## src/rtl/coin_start_sequencer.sv

```systemverilog
// Converts raw coin/start buttons into timed COIN_SW and START_GAME pulses.
// Coins queue up and only reach the core while it reports no credit.
module coin_start_sequencer #(
   parameter int COIN_PULSE_CNT  = 600000,
   parameter int COIN_GAP_CNT    = 300000,
   parameter int START_PULSE_CNT = 60000,
   parameter int QUEUE_DEPTH     = 3
) (
   input  logic       clk_sys,
   input  logic       reset_n,
   input  logic [1:0] coin_req,
   input  logic [1:0] start_req,
   input  logic       credit_light_n,
   output logic       coin_sw,
   output logic       start_game,
   output logic [2:0] coin_pending,
   output logic       busy,
   output logic       coin_drop
);

   localparam int MAX_AB  = (COIN_PULSE_CNT > COIN_GAP_CNT) ? COIN_PULSE_CNT : COIN_GAP_CNT;
   localparam int MAX_CNT = (MAX_AB > START_PULSE_CNT) ? MAX_AB : START_PULSE_CNT;
   localparam int CW      = (MAX_CNT > 1) ? $clog2(MAX_CNT) : 1;

   localparam logic [CW-1:0] COIN_LAST  = CW'(COIN_PULSE_CNT - 1);
   localparam logic [CW-1:0] GAP_LAST   = CW'(COIN_GAP_CNT - 1);
   localparam logic [CW-1:0] START_LAST = CW'(START_PULSE_CNT - 1);
   localparam logic [3:0]    QD         = 4'(QUEUE_DEPTH);

   typedef enum logic [1:0] {IDLE, COIN_ON, COIN_GAP, START_ON} state_t;

   state_t        state;
   logic [CW-1:0] cnt;
   logic [1:0]    coin_s1, coin_s2, coin_prev;
   logic [1:0]    start_s1, start_s2, start_prev;
   logic          cl_s1, cl_s;
   logic          start_flag;

   logic [1:0] coin_edge;
   logic [1:0] n_edges;
   logic       start_edge;
   logic       go_coin, go_start, drop_start;
   logic [3:0] sum;

   // Credit light resets to 1 (no credit) so nothing fires before the core speaks.
   always_ff @(posedge clk_sys or negedge reset_n) begin
      if (!reset_n) begin
         coin_s1    <= '0;
         coin_s2    <= '0;
         coin_prev  <= '0;
         start_s1   <= '0;
         start_s2   <= '0;
         start_prev <= '0;
         cl_s1      <= 1'b1;
         cl_s       <= 1'b1;
      end else begin
         coin_s1    <= coin_req;
         coin_s2    <= coin_s1;
         coin_prev  <= coin_s2;
         start_s1   <= start_req;
         start_s2   <= start_s1;
         start_prev <= start_s2;
         cl_s1      <= credit_light_n;
         cl_s       <= cl_s1;
      end
   end

   assign coin_edge  = coin_s2 & ~coin_prev;
   assign n_edges    = {1'b0, coin_edge[0]} + {1'b0, coin_edge[1]};
   assign start_edge = |(start_s2 & ~start_prev);

   assign go_start   = (state == IDLE) && !cl_s && start_flag;
   assign drop_start = (state == IDLE) &&  cl_s && start_flag;
   assign go_coin    = (state == IDLE) &&  cl_s && (coin_pending != 3'd0);

   // go_coin implies pending > 0, so the subtraction never wraps.
   assign sum = {1'b0, coin_pending} + {2'b00, n_edges} - {3'b000, go_coin};

   always_ff @(posedge clk_sys or negedge reset_n) begin
      if (!reset_n) begin
         coin_pending <= '0;
         coin_drop    <= 1'b0;
         start_flag   <= 1'b0;
      end else begin
         coin_pending <= (sum > QD) ? QD[2:0] : sum[2:0];
         coin_drop    <= (sum > QD);
         if (go_start || drop_start)
            start_flag <= start_edge;
         else if (start_edge)
            start_flag <= 1'b1;
      end
   end

   always_ff @(posedge clk_sys or negedge reset_n) begin
      if (!reset_n) begin
         state      <= IDLE;
         cnt        <= '0;
         coin_sw    <= 1'b0;
         start_game <= 1'b0;
      end else begin
         case (state)
            IDLE: begin
               cnt <= '0;
               if (go_start) begin
                  state      <= START_ON;
                  start_game <= 1'b1;
               end else if (go_coin) begin
                  state   <= COIN_ON;
                  coin_sw <= 1'b1;
               end
            end
            COIN_ON: begin
               if (cnt == COIN_LAST) begin
                  state   <= COIN_GAP;
                  cnt     <= '0;
                  coin_sw <= 1'b0;
               end else begin
                  cnt <= cnt + 1'b1;
               end
            end
            COIN_GAP: begin
               if (cnt == GAP_LAST) begin
                  state <= IDLE;
                  cnt   <= '0;
               end else begin
                  cnt <= cnt + 1'b1;
               end
            end
            START_ON: begin
               if (cnt == START_LAST) begin
                  state      <= IDLE;
                  cnt        <= '0;
                  start_game <= 1'b0;
               end else begin
                  cnt <= cnt + 1'b1;
               end
            end
            default: begin
               state      <= IDLE;
               cnt        <= '0;
               coin_sw    <= 1'b0;
               start_game <= 1'b0;
            end
         endcase
      end
   end

   assign busy = (state != IDLE);

endmodule

```

## config.mk

```make
export PLATFORM = sky130hd
export DESIGN_NAME = coin_start_sequencer
export DESIGN_NICKNAME = d
export VERILOG_FILES = /design/src/rtl/coin_start_sequencer.sv
export SDC_FILE = /design/constraint.sdc
export NUM_CORES = 1
export LEC_CHECK = 0
export ABC_AREA = 1
export CAP_MARGIN = 0
export CORE_ASPECT_RATIO = 1.5
export CORE_MARGIN = 2
export CORE_UTILIZATION = 45
export DETAILED_ROUTE_END_ITERATION = 8
export HOLD_SLACK_MARGIN = 0.08
export PLACE_DENSITY = 0.68
export SYNTH_ARGS = -nofsm -noshare
export SYNTH_HDL_FRONTEND = slang
export SYNTH_SLANG_ARGS = --single-unit
```

## constraint.sdc

```tcl
create_clock -name clk_sys -period 3.2 [get_ports clk_sys]
set_input_delay 0.8 -clock clk_sys [delete_from_list [all_inputs] [get_ports clk_sys]]
set_output_delay 0.8 -clock clk_sys [all_outputs]
set_load 0.05 [all_outputs]
```

==> summary.txt, run 1 <==
Cell variety after synth = 29
First-pass GRT wire length = 7490 um
Register area = 1080 um^2
CP max stage cell = clkdlybuf4s50_1
Die Wd = 61.2 um
Routed WL = 4270 um
Worst Hold Class = flop to flop
RSZ-0062 raised after global routing = false
Standard-cell rows = 31
Syn Nets = 278
Post-CTS Hold Buffers = 0
# diodes = 0
Seq/Total Area, Yosys = 48.8%
Number of antenna violations at the first check in global routing = 0
Final Hold Viols = 0
Worst-path clk slew = 0.09 ns
Power Density = 641 nW/um^2
Slowest cell delay on critical path = 0.74 ns
Layout cells sized above 1 = 10.2%
MaxCap Viol Count = 0
FMAX = 370 MHz
Postcts setup bufs = 0
Final instance area = 2510 um^2
Commonest non-fill, non-tap cell in the layout = nand2_1
RePlAce Congestion = 0.882
Die area = 5500 um^2
H-tree levels = 2
Pins over their slew limit = 0
Fillers = 451
IO Pins = 14
Buffers on Ports = 13
Setup TNS = 0 ns
Total grt overflow = 0
Post-synthesis register bit count = 43
Slew at the pin closest to its max-slew limit = 0.917 ns
CTS Sinks = 43
Avg Cell Area, Syn = 8.34 um^2
Routed len/inst = 12.2 um
CP top delay family = buffers and inverters
Post-layout min period = 2.71 ns
Area of the multi-input gates = 956 um^2
First-pass detailed-route iteration total = 4
CP required = 2.40 ns
Syn Inst Count = 265
Mapped Area = 2210 um^2
Worst-case clock buffer depth = 2
Post-route ant nets = 0
LEAKAGE = 0.00115 uW
DRC viols = 0
Cell Area, Placed = 2390 um^2
Worst-skew pair later-pin latency = 0.30 ns
Most frequent cells in the layout = nand2_1, dfrtp_1, inv_1, nor2_1, nand3_1
Final clock skew = 0.00926 ns
CP max FO = 5
Critical path, cell by cell = nor2_1 > inv_1 > clkdlybuf4s50_1
Slew headroom = 38.8%
Vias = 1,723
Clock Tree Root = clkbuf_8
Post-cts sizing count = 0
Vias in the first global route = 1,702
WP buf/inv = 2
Tcrit/Tclk final = 84.5%
Area delta synth->final = 13.5%
Largest net degree at the start of global routing = 44
Via-per-instance ratio = 4.92
Finish-stage setup viols = 0
Post-synth top area cell = dfrtp_1
Initial core utilization = 46.3%
Top cell type's share of synthesized area = 46.4%
WP data arrival = 1.91 ns
YS warnings = 0
Core Area = 4770 um^2
Nets = 296
CTS tree = done
Initial DRC Count = 95
Type of element capturing the critical path = output port
CP Launch Type = flop
Maximum vdd drop = 263 uV
TritonCTS Buffers = 5
Run status = finished clean
Worst setup path category = flop to output port
Gr usage total = 17.9%
HPWL after detailed placement = 3270 um
Die Ht = 89.8 um
Ranking of synthesized cells by area = dfrtp_1, nand2_1, inv_1, nor2_1, nand3_1
-- layout make-up --
| cell class | instances | area share [%] |
|---|---|---|
| sequential | 43 | 43.0 |
| multi-input combinational | 180 | 38.1 |
| inverter | 40 | 6.03 |
| timing repair buffer | 13 | 4.99 |
| tap | 66 | 3.29 |
| clock buffer | 5 | 2.74 |
| clock inverter | 3 | 1.89 |
-- kinds of logic after synthesis --
group	Yosys count	share of synthesized area [%]
compound gates	14	3.62
xor+xnor	11	4.36
fa+ha+maj	6	4.07
buf+inv	42	7.98
flops	43	48.8
other cells	1	0.170
simple gates	148	31.0
-- metrics by stage --
step	utilization, %	power (uW)	setup WS, ns	instances	hold WS [ns]
after global routing	52.6	1710	0.398	350	0.356
after floorplan	-	1090	0.610	265	0.331
after global placement	50.2	1180	0.692	342	0.331
final	52.6	1610	0.495	350	0.352
after CTS	52.6	1640	0.483	350	0.360
after detailed placement	50.2	1190	0.578	342	0.337
-- metal layers --
layer | routed length, um | track usage (%)
met5 | 0 | 0
met2 | 2200 | 29.9
met4 | 92 | 7.07
met1 | 1820 | 21.9
met3 | 155 | 3.17
-- state kept, by name, summed over array words and instances (netlist names), 2 cells and up --
| register | count |
|---|---|
| state | 2 |
| cnt | 20 |
| start_s1 | 2 |
| start_s2 | 2 |
| coin_s2 | 2 |
| coin_prev | 2 |
| coin_s1 | 2 |
| coin_pending | 3 |
| start_prev | 2 |
-- cell usage after synthesis --
master    instances
a31oi_1           1
nor3_1           11
nand2_1          52
nand4_1          10
inv_1            38
ha_1              4
fa_1              2
dfstp_2           2
nor2_1           38
or2_2             1
dfrtp_1          41
inv_2             1
nand2_2           2
xnor2_1           1
a21oi_1           2
o21a_1            1
nand3_4           1
nand3_1          21
buf_2             1
o21ai_0           8
o211ai_1          1
nor3_2            1
nor3_4            1
nor2_2           10
buf_12            1
conb_1            1
o221ai_1          1
xor2_1           10
clkinv_2          1
-- where the power goes --
part	total, uW	switching [uW]	internal, uW
clock network	434	197	237
logic	501	344	157
registers	673	59.0	614
total	1610	601	1010
-- path summary, 6_finish.rpt --
path	startpoint	endpoint	slack (ns)	depth (start not counted)
worst max-delay path	state[1]$_DFFE_PN0P_	busy	0.49	3
worst min-delay path	cl_s1$_DFF_PN1_	cl_s$_DFF_PN1_	0.35	0
worst max register to register	state[1]$_DFFE_PN0P_	coin_pending[0]$_DFF_PN0_	0.58	11
worst min register to register	cl_s1$_DFF_PN1_	cl_s$_DFF_PN1_	0.35	0
max in group asynchronous	reset_n	cnt[12]$_DFF_PN0_	1.99	1
min in group asynchronous	reset_n	cnt[2]$_DFF_PN0_	0.63	1
Note: power is estimated with default switching activity, not from simulation.
==> inputs of run 2 (changes only) <==
PLACE_DENSITY = 0.71   (was 0.68)
clock period = 2.48 ns   (was 3.2 ns; I/O delays follow)
==> summary.txt, run 2 (same netlist as run 1, synthesis figures left out) <==
Run status = finished clean
Register area = 1080 um^2
HPWL after detailed placement = 3380 um
Die Ht = 89.8 um
Slew at the pin closest to its max-slew limit = 0.504 ns
Post-route ant nets = 0
# diodes = 0
Largest net degree at the start of global routing = 33
Nets = 302
Area of the multi-input gates = 991 um^2
Die area = 5500 um^2
Slew headroom = 66.3%
CP max FO = 3
Type of element capturing the critical path = flop
Fillers = 458
Initial DRC Count = 80
Final clock skew = 0.00528 ns
CP Launch Type = flop
Worst-case clock buffer depth = 2
MaxCap Viol Count = 0
Number of antenna violations at the first check in global routing = 0
Max reg flops = 20
Standard-cell rows = 31
DR WL met2 = 2330 um
Routed WL = 4420 um
Worst setup path category = flop to flop
Core Area = 4770 um^2
LEAKAGE = 0.00117 uW
Worst-path clk slew = 0.09 ns
CTS tree = done
Inst Count DP = 347
Overall power = 2160 uW
CTS Sinks = 43
WP data arrival = 2.52 ns
CP required = 2.67 ns
Clock Tree Root = clkbuf_8
Buffers on Ports = 13
RePlAce Congestion = 0.926
Vias in the first global route = 1,827
Largest register by flop count = cnt
DRC viols = 0
Die Wd = 61.2 um
First-pass detailed-route iteration total = 4
Commonest non-fill, non-tap cell in the layout = nand2_1
Pins over their slew limit = 0
Setup TNS = 0 ns
Most frequent cells in the layout = nand2_1, dfrtp_1, nor2_1, inv_1, nand3_1
Power Density = 832 nW/um^2
First-pass GRT wire length = 7720 um
Top flop regs = cnt x20, coin_pending x3
TritonCTS Buffers = 5
Worst Hold Class = input port to async pin
Area delta synth->final = 17.2%
Final cell count without fillers = 356
Post-layout min period = 2.34 ns
Worst-skew pair later-pin latency = 0.30 ns
Finish-stage setup viols = 0
Post-CTS Hold Buffers = 0
Vias = 1,774
Gr usage total = 18.1%
IO Pins = 14
Maximum vdd drop = 344 uV
Metal-1 WL = 1870 um
Total grt overflow = 0
Routed len/inst = 12.4 um
Highest metal layer with signal wires = met4
FMAX = 428 MHz
Initial core utilization = 46.3%
Tcrit/Tclk final = 94.2%
Final Hold Viols = 0
H-tree levels = 2
Via-per-instance ratio = 4.98
Met3 WL = 97 um
Layout cells sized above 1 = 16.9%
==> run 2: per-stage QoR <==
step           area (um^2)  setup WS [ns]  util, %  hold WS (ns)
6_report              2590          0.143     54.3         0.175
5_1_grt               2590       -0.00949     54.3         0.182
4_1_cts               2550        0.00936     53.4         0.183
3_5_place_dp          2430         0.0199     51.0         0.336
3_3_place_gp          2430         0.0845     51.0         0.332
2_1_floorplan         2210         0.0139        -         0.324
==> run 2: repair_timing <==
action | in CTS | in global routing
setup endpoints to repair | 0 | 1
hold endpoints to repair | 0 | 0
buffers inserted | 0 | 1
resized for setup | 0 | 10
==> run 2: worst paths after layout <==
kind                                      startpoint                   endpoint  slack [ns]  depth (start not counted)
hold reg to reg                 coin_s1[0]$_DFF_PN0_       coin_s2[0]$_DFF_PN0_        0.35                          0
hold / removal                               reset_n       coin_s2[1]$_DFF_PN0_        0.18                          1
max in group asynchronous                    reset_n             cl_s$_DFF_PN1_        1.60                          2
min in group clk_sys            coin_s1[0]$_DFF_PN0_       coin_s2[0]$_DFF_PN0_        0.35                          0
setup / recovery           coin_pending[0]$_DFF_PN0_  coin_pending[0]$_DFF_PN0_        0.14                         12
setup reg to reg           coin_pending[0]$_DFF_PN0_  coin_pending[0]$_DFF_PN0_        0.14                         12
==> run 2: power by group <==
group	leakage [uW]	switching [uW]	internal, uW
clock network	0.0000587	252	305
logic	0.000583	476	258
registers	0.000526	70.9	793
total	0.00117	800	1360
==> run 2: final cells by class <==
type | count | area share [%]
clock buffers | 5 | 2.66
multi-input cells | 180 | 38.2
repair buffers | 19 | 6.47
flip-flops and latches | 43 | 41.8
clock inverters | 3 | 1.83
inverters | 40 | 5.84
well taps | 66 | 3.19
==> run 2: critical path, stage by stage, from the launching register on <==
cell and delay (ns):
dfrtp_2 0.44, nor2_2 0.10, nand2_1 0.07, nand3_2 0.07, inv_2 0.06, ha_4 0.26
inv_2 0.03, fa_2 0.38, inv_2 0.07, fa_2 0.21, xor2_2 0.16, nand3_1 0.10
or2_2 0.28
==> run 2: metal layers <==
metal | global-route usage (%) | vias up
li1 | - | 885
met1 | 22.0 | 841
met2 | 30.4 | 36
met3 | 2.59 | 12
met4 | 7.61 | 0
met5 | 0 | -
